`config.mk`:
```
export PLATFORM = sky130hd
export DESIGN_NAME = fft_iter_frame_scheduler
export DESIGN_NICKNAME = d
export VERILOG_FILES = /design/src/rtl/fft_iter_pkg.sv /design/src/rtl/fft_iter_frame_scheduler_unloader.sv /design/src/rtl/fft_iter_frame_scheduler.sv
export SDC_FILE = /design/constraint.sdc
export NUM_CORES = 1
export LEC_CHECK = 0
export BUFFER_PORTS_ARGS = -buffer_cell sky130_fd_sc_hd__buf_2
export CORE_ASPECT_RATIO = 2
export CORE_MARGIN = 1.5
export CORE_UTILIZATION = 33
export CTS_CLUSTER_DIAMETER = 30
export CTS_CLUSTER_SIZE = 10
export DETAILED_ROUTE_END_ITERATION = 7
export HOLD_SLACK_MARGIN = 0.02
export SYNTH_ARGS = -nofsm -noshare
export SYNTH_HDL_FRONTEND = slang
export SYNTH_SLANG_ARGS = --single-unit
export TNS_END_PERCENT = 30
```
`constraint.sdc`:
```
create_clock -name CLK -period 2.7 [get_ports CLK]
set_input_delay 0.27 -clock CLK [delete_from_list [all_inputs] [get_ports CLK]]
set_output_delay 0.27 -clock CLK [all_outputs]
set_load 0.005 [all_outputs]
```
`src/rtl/fft_iter_pkg.sv`:
```
// Shared types for the iterative FFT frame scheduler.
// State encodings, RAM owner codes and a bit-reverse helper.
package fft_iter_pkg;

  typedef enum logic [1:0] {
    SCHED_IDLE    = 2'd0,
    SCHED_LOAD    = 2'd1,
    SCHED_COMPUTE = 2'd2,
    SCHED_UNLOAD  = 2'd3
  } sched_state_e;

  localparam logic [1:0] RAM_SEL_NONE   = 2'b00;
  localparam logic [1:0] RAM_SEL_LOAD   = 2'b01;
  localparam logic [1:0] RAM_SEL_CORE   = 2'b10;
  localparam logic [1:0] RAM_SEL_UNLOAD = 2'b11;

  localparam int unsigned BITREV_MAX_W = 16;

  // Reverse the low w bits of v; bits at and above w come back as 0.
  function automatic logic [15:0] bit_rev(
    input logic [15:0] v,
    input int unsigned w
  );
    logic [15:0] r;
    r = '0;
    for (int unsigned i = 0; i < BITREV_MAX_W; i++) begin
      if (i < w) r[4'(i)] = v[4'(w - 1 - i)];
    end
    return r;
  endfunction

endpackage

```
`src/rtl/fft_iter_frame_scheduler_unloader.sv`:
```
// UNLOAD-phase stream handshake: read counter, output counter and
// the OUT_VALID register sitting in front of the one-cycle RAM read.
module fft_stream_unloader
  import fft_iter_pkg::*;
#(
  parameter int N_POINTS = 32,
  parameter int AddrWL   = 5
) (
  input  logic              clk_i,
  input  logic              rst_i,
  input  logic              en_i,
  input  logic              clear_i,
  input  logic              out_ready_i,
  output logic              rd_en_o,
  output logic [AddrWL-1:0] addr_o,
  output logic              valid_o,
  output logic              last_o,
  output logic              done_o
);

  localparam int CW = AddrWL + 1;

  logic [CW-1:0] rd_cnt_q, rd_cnt_d;
  logic [CW-1:0] out_cnt_q, out_cnt_d;
  logic          valid_q, valid_d;
  logic          accept;
  logic          at_last;

  assign at_last = (out_cnt_q == CW'(N_POINTS - 1));
  assign accept  = en_i & valid_q & out_ready_i;
  assign rd_en_o = en_i & (rd_cnt_q < CW'(N_POINTS))
                 & (~valid_q | out_ready_i);
  assign addr_o  = rd_cnt_q[AddrWL-1:0];
  assign valid_o = valid_q;
  assign last_o  = valid_q & at_last;
  assign done_o  = accept & at_last;

  // Next-state: a new read refills the output slot, a bare accept drains it.
  always_comb begin
    rd_cnt_d  = rd_cnt_q;
    out_cnt_d = out_cnt_q;
    valid_d   = valid_q;
    if (clear_i) begin
      rd_cnt_d  = '0;
      out_cnt_d = '0;
      valid_d   = 1'b0;
    end else if (en_i) begin
      if (rd_en_o) rd_cnt_d = rd_cnt_q + CW'(1);
      if (accept) out_cnt_d = out_cnt_q + CW'(1);
      if (rd_en_o) valid_d = 1'b1;
      else if (out_ready_i) valid_d = 1'b0;
    end
  end

  // Handshake state registers.
  always_ff @(posedge clk_i or posedge rst_i) begin
    if (rst_i) begin
      rd_cnt_q  <= '0;
      out_cnt_q <= '0;
      valid_q   <= 1'b0;
    end else begin
      rd_cnt_q  <= rd_cnt_d;
      out_cnt_q <= out_cnt_d;
      valid_q   <= valid_d;
    end
  end

endmodule

```
`src/rtl/fft_iter_frame_scheduler.sv`:
```
// Frame sequencer LOAD -> COMPUTE -> UNLOAD and sample-RAM owner select.
// Define FFT_SCHED_BITREV_LOAD_EN to write input samples bit-reversed.
module fft_iter_frame_scheduler
  import fft_iter_pkg::*;
#(
  parameter int N_POINTS = 32,
  parameter int AddrWL   = 5
) (
  input  logic              CLK,
  input  logic              RST,
  input  logic              EN,
  input  logic              FRAME_START,
  input  logic              IN_VALID,
  output logic              IN_READY,
  output logic              IN_WE,
  output logic [AddrWL-1:0] IN_ADDR,
  output logic              CORE_START,
  input  logic              CORE_DONE,
  output logic              OUT_RD_EN,
  output logic [AddrWL-1:0] OUT_ADDR,
  output logic              OUT_VALID,
  input  logic              OUT_READY,
  output logic              OUT_LAST,
  output logic [1:0]        RAM_SEL,
  output logic              BUSY,
  output logic              FRAME_DONE
);

  localparam int CW = AddrWL + 1;

  sched_state_e  state_q;
  logic [CW-1:0] wr_cnt_q;
  logic          core_start_q;
  logic [1:0]    ram_sel_q;
  logic          busy_q;
  logic          in_acc;
  logic          wr_last;
  logic          unl_en;
  logic          unl_clr;
  logic          unl_done;

  assign IN_READY   = EN & (state_q == SCHED_LOAD);
  assign in_acc     = IN_VALID & IN_READY;
  assign IN_WE      = in_acc;
  assign wr_last    = (wr_cnt_q == CW'(N_POINTS - 1));
  assign unl_en     = EN & (state_q == SCHED_UNLOAD);
  assign unl_clr    = EN & (state_q == SCHED_COMPUTE) & CORE_DONE;
  assign CORE_START = core_start_q;
  assign RAM_SEL    = ram_sel_q;
  assign BUSY       = busy_q;
  assign FRAME_DONE = unl_done;

`ifdef FFT_SCHED_BITREV_LOAD_EN
  logic [15:0] rev_full;
  assign rev_full = bit_rev(16'(wr_cnt_q[AddrWL-1:0]), AddrWL);
  assign IN_ADDR  = rev_full[AddrWL-1:0];
`else
  assign IN_ADDR  = wr_cnt_q[AddrWL-1:0];
`endif

  fft_stream_unloader #(
    .N_POINTS (N_POINTS),
    .AddrWL   (AddrWL)
  ) u_unl (
    .clk_i       (CLK),
    .rst_i       (RST),
    .en_i        (unl_en),
    .clear_i     (unl_clr),
    .out_ready_i (OUT_READY),
    .rd_en_o     (OUT_RD_EN),
    .addr_o      (OUT_ADDR),
    .valid_o     (OUT_VALID),
    .last_o      (OUT_LAST),
    .done_o      (unl_done)
  );

  // Phase FSM with registered RAM owner, busy flag and core start pulse.
  always_ff @(posedge CLK or posedge RST) begin
    if (RST) begin
      state_q      <= SCHED_IDLE;
      wr_cnt_q     <= '0;
      core_start_q <= 1'b0;
      ram_sel_q    <= RAM_SEL_NONE;
      busy_q       <= 1'b0;
    end else if (EN) begin
      core_start_q <= 1'b0;
      unique case (state_q)
        SCHED_IDLE: begin
          if (FRAME_START) begin
            state_q   <= SCHED_LOAD;
            wr_cnt_q  <= '0;
            ram_sel_q <= RAM_SEL_LOAD;
            busy_q    <= 1'b1;
          end
        end
        SCHED_LOAD: begin
          if (in_acc) begin
            wr_cnt_q <= wr_cnt_q + CW'(1);
            if (wr_last) begin
              state_q      <= SCHED_COMPUTE;
              ram_sel_q    <= RAM_SEL_CORE;
              core_start_q <= 1'b1;
            end
          end
        end
        SCHED_COMPUTE: begin
          if (CORE_DONE) begin
            state_q   <= SCHED_UNLOAD;
            ram_sel_q <= RAM_SEL_UNLOAD;
          end
        end
        SCHED_UNLOAD: begin
          if (unl_done) begin
            state_q   <= SCHED_IDLE;
            ram_sel_q <= RAM_SEL_NONE;
            busy_q    <= 1'b0;
          end
        end
        default: state_q <= SCHED_IDLE;
      endcase
    end
  end

endmodule

```
* Word level (Yosys, flattened, before mapping) *
Index checks and enable logic that the tools add are counted.

word-level totals
  flip-flop bits (word level) = 23
  bits in latches = 0
  bits in writable memories = 0
  ROM bits = 0
  input port bits = 7
  output and inout port bits = 20
  word-level logic and storage cells = 72
  memories = 0

cells by class
  $add $sub $neg = 3
  multipliers = 0
  divide/modulo/power cells = 0
  magnitude comparators = 1
  equal/unequal tests = 10
  shift operators = 0
  multiplexer cells = 25
  bitwise logic cells = 13
  reductions and logical operators = 13

operators with widths
  operator             number
  $mux 6               8
  $add 6x1->6 const B  3
  $eq 6x5->1 const B   2
  $pmux 6 s2           1
  $and 1x1->1          11
  $mux 2               5
  $ne 2x2->1 const B   5
  $reduce_bool 2->1    5
  $mux 1               9
  $pmux 2 s4           1
  $reduce_and 4->1     2
  $lt 6x6->1 const B   1
  $reduce_and 2->1     3
  $reduce_and 6->1     1
  $eq 2x2->1 const B   2
  $reduce_bool 3->1    1
  $eq 2x1->1 const B   1
  $logic_not 2->1      1
  $pmux 1 s2           1
  $not 1->1            1
  $or 1x1->1           1

* Depth between registers and ports, before layout *
  depth in word-level cells = 7
  depth in mapped cells = 7
  mapped depth without buffers = 6

* Cells and area by module *
Synthesis repeated with hierarchy kept, for this count alone.

second synthesis, totals
  cells, all modules = 146
  area, all modules = 1358.8 um2

by module, submodules not included
  module                    instances  cells each  area each (um2)  seq. area each (um2)
  fft_stream_unloader       1          78          708.2            325.3
  fft_iter_frame_scheduler  1          68          650.6            250.2

* Worst setup path before layout *
No wires, ideal clock.

  path kind = register to register
  start point = reg RAM_SEL[1] (netlist name)
  end point = reg ram_sel_q[1], in the netlist RAM_SEL[1]
  setup time = 0.125 ns
  data arrival time = 2.052 ns
  required time = 2.575 ns
  setup slack = 0.523 ns
  stages on the path, launching flop included = 6
  period minus slack after synthesis = 2.177 ns
  cell sequence = dfrtp_1 ha_1 nand4_4 or4_1 a221o_2 mux2_4

RTL lines
  what                  RTL line                         text
  to (signal assigned)  fft_iter_frame_scheduler.sv:83   ram_sel_q <= RAM_SEL_NONE;
  to (signal assigned)  fft_iter_frame_scheduler.sv:92   ram_sel_q <= RAM_SEL_LOAD;
  to (signal assigned)  fft_iter_frame_scheduler.sv:101  ram_sel_q <= RAM_SEL_CORE;
  to (decl)             fft_iter_frame_scheduler.sv:34   logic [1:0] ram_sel_q;

==> metrics.md <==
| Metric | Value |
|---|---|
| Sequential cell area fraction in the yosys report | 42.1% |
| Setup_tns | 0 ns |
| Area Overhead vs Synth | 9.98% |
| Run status | finished, final reports clean |
| Vias in the first global route | 1117 |
| Area of the multi-input gates | 663 um2 |
| Post-CTS setup buffers | 0 |
| Antenna violations before repair | 0 |
| Die ar. | 4560 um2 |
| VDD IR max | 489 uV |
| Slew @ Worst Pin | 0.901 ns |
| Worst slack, placed | roughly 0.36 ns |
| Max Buffers Root-to-Sink | 2 |
| Port Buffer Count | 26 |
| Leakage | 0.729 nW |
| Syn Nets | 153 |
| Syn Area/Cell | ~9.8 um2 |
| Final hold vios | 0 |
| Tot GR Track Use | 13.9% |
| # DRC | 0 |
| Period utilisation layout | around 88% |
| FF-to-FF path depth | 5 |
| # rows | 33 |
| Setup WS post-layout | between 0.3 and 0.4 ns |
| Crit Reg-Reg Endpoint | RAM_SEL[1]$_DFFE_PP0P_ |
| Fmax | around 0.42 GHz |
| Drt first pass iters | 4 |
| ANT nets after route | 0 |
| Area of the core | 4050 um2 |
| Number of fillers in the final layout | around 440 |
| Synth top area cells | dfrtp_1 42%, ha_1 6.4%, buf_4 5.5% |
| Final Critical Period | 2.37 ns |
| Die width | between 40 and 50 um |
| Seq cells post-synth | 23 |
| Mapped Cells | 139 |
| Wire length of the first global-routing pass | between 4 and 5 mm |
| Die Ht | 94 um |
| Type of origin of the critical path | register |
| Critical Path AT | 2.52 ns |
| Required @ worst endpoint | about 2.9 ns |
| Post-synthesis instance area | 1370 um2 |
| Placed inst area | 1460 um2 |
| Synth cell types | 38 |
| Worst Skew | 0.00694 ns |
| Hold WC Path Type | in2async |
| RSZ-0062 raised after global routing | false |
| Worst-Skew Late Latency | 0.26 ns |
| Max Fanout on Critical Path | 10 |
| Global route overflow | 0 |
| Htree depth | 1 |
| Clock tree sinks | 23 |
| Num CTS Buffers | 3 |
| CTS tree | yes |
| Cts repair resizes | 0 |
| Crit Path Category | reg2reg |
| DR WL/cell | 13.9 um |
| Largest net degree at the start of global routing | 24 |
| Worst setup EP type | register |
| Layout cells sized above 1 | 26.5% |
| Hpwl dp | 2.25 mm |
| Register-to-register setup slack | 0.33 ns |
| Top-area cell type share of the netlist area | 42.1% |
| MaxCap Viol Count | 0 |
| Clk slew on worst S/H paths | 0.09 ns |
| Max-slew violation count | 0 |
| Final hold slack | 0.189 ns |
| Slew HR | 39.9% |
| Hold-fix buffers at CTS | 0 |
| Nets | between 150 and 200 |
| Pwr Density | just over 800 nW/um2 |
| Routability cong. | 0.765 |
| Register area | about 580 um2 |
| Root Driver | clkbuf_8 |
| Vias/cell | 5.03 |
| Via Count | 1041 |
| Count of final setup violators | 0 |
| Initial Util | 33.8% |
| Critical path startpoint | RAM_SEL[1]$_DFFE_PP0P_ |
| Syn. warnings | 0 |
| Drt total wl | 2.88 mm |
| Power, Total | 1.21 mW |
| Area leader, netlist | dfrtp_1 |
| Worst R2R Start | RAM_SEL[1]$_DFFE_PP0P_ |
| IO Count | 27 |
| 1st-iter DRT viols | 17 |
| Diode count | 0 |
| Crit path to | RAM_SEL[1]$_DFFE_PP0P_ |
| Design Area, Final | 1500 um2 |
==> per-layer routing <==
layer  up-vias  GRT usage, %  share of wire [%]  wire length (um)
li1        504             -                  -                 -
met1       506          14.6                 38              1100
met2        29          27.2                 57              1640
met3         2          2.55                4.3               124
met4         0          4.52               0.31                 9
met5         -             0                  0                 0
==> worst min path at each step <==
| stage | slack [ns] | endpoint |
|---|---|---|
| global placement | 0.49 | BUSY$_DFFE_PP0P_ |
| floorplan | 0.27 | BUSY$_DFFE_PP0P_ |
| CTS | 0.23 | wr_cnt_q[5]$_DFFE_PP0P_ |
| finish | 0.19 | u_unl.rd_cnt_q[0]$_DFFE_PP0P_ |
| detailed placement | 0.50 | BUSY$_DFFE_PP0P_ |
| global route | 0.28 | BUSY$_DFFE_PP0P_ |
==> stage by stage <==
step                      instances  util [%]
after CTS                       207      37.1
after detailed placement        203      36.0
final                           207      37.1
after floorplan                 139         -
after global routing            207      37.1
after global placement          203      36.0
==> synthesized netlist by cell type <==
master      n
dfrtp_1    23
nor2_1     14
buf_4      10
nand2_1     9
nand3_1     9
ha_1        7
inv_1       6
a21oi_1     5
o21ai_0     5
or4_1       4
xor2_1      4
and2_1      3
mux2i_1     3
nand4_1     3
o31ai_1     3
xnor2_1     3
and3_1      2
buf_6       2
clkbuf_1    2
nand2b_1    2
nor3_1      2
or3_2       2
a221o_2     1
a32o_1      1
and2_4      1
and3b_2     1
and4b_1     1
mux2_4      1
nand2b_4    1
nand4_4     1
nor2b_1     1
nor4_1      1
o2111ai_1   1
o211ai_1    1
o21ba_2     1
o2bb2ai_1   1
or2_2       1
or2b_2      1
==> logic make-up after synthesis <==
logic type,count (synthesis),share of synthesized area (%)
flops,23,42.1
mux,4,3.30
fa+ha+maj,7,6.41
buf+inv,20,9.34
xor+xnor,7,4.49
simple gates,59,24.9
compound gates,19,9.43
==> state kept, by name, indices dropped and copies added, names as in the netlist <==
signal / count
u_unl.out_cnt_q: 6
u_unl.rd_cnt_q: 6
wr_cnt_q: 6
RAM_SEL: 2
BUSY: 1
CORE_START: 1
u_unl.valid_o: 1
==> area by class of cell <==
class	count	share of cell area (%)
multi-input cells	96	44.1
clock inverters	1	0.333
flip-flops and latches	23	38.3
well taps	52	4.33
repair buffers	26	8.66
inverters	6	1.50
clock buffers	3	2.75
==> power by group <==
group          switching, mW  internal, mW
clock                  0.113         0.103
combinational          0.250         0.217
sequential             0.100         0.427
==> critical path, stage by stage, from the launching register on <==
cell and delay [ns]:
dfrtp_1 0.42, ha_1 0.33, nand4_4 0.20, or4_1 0.56
a221o_2 0.44, mux2_4 0.31
==> cell usage in the layout (no fill, tap or decap), types with 3 or more instances in the layout <==
cell type and count:
a21oi_1 5, and2_1 3, buf_2 26, clkbuf_8 3, dfrtp_1 23, ha_1 7
inv_1 6, mux2i_1 3, nand2_1 9, nand3_1 9, nand4_1 3, nor2_1 14
o21ai_0 5, o31ai_1 3, or4_1 4, xnor2_1 3, xor2_1 4
Note: power is estimated with default switching activity, not from simulation.
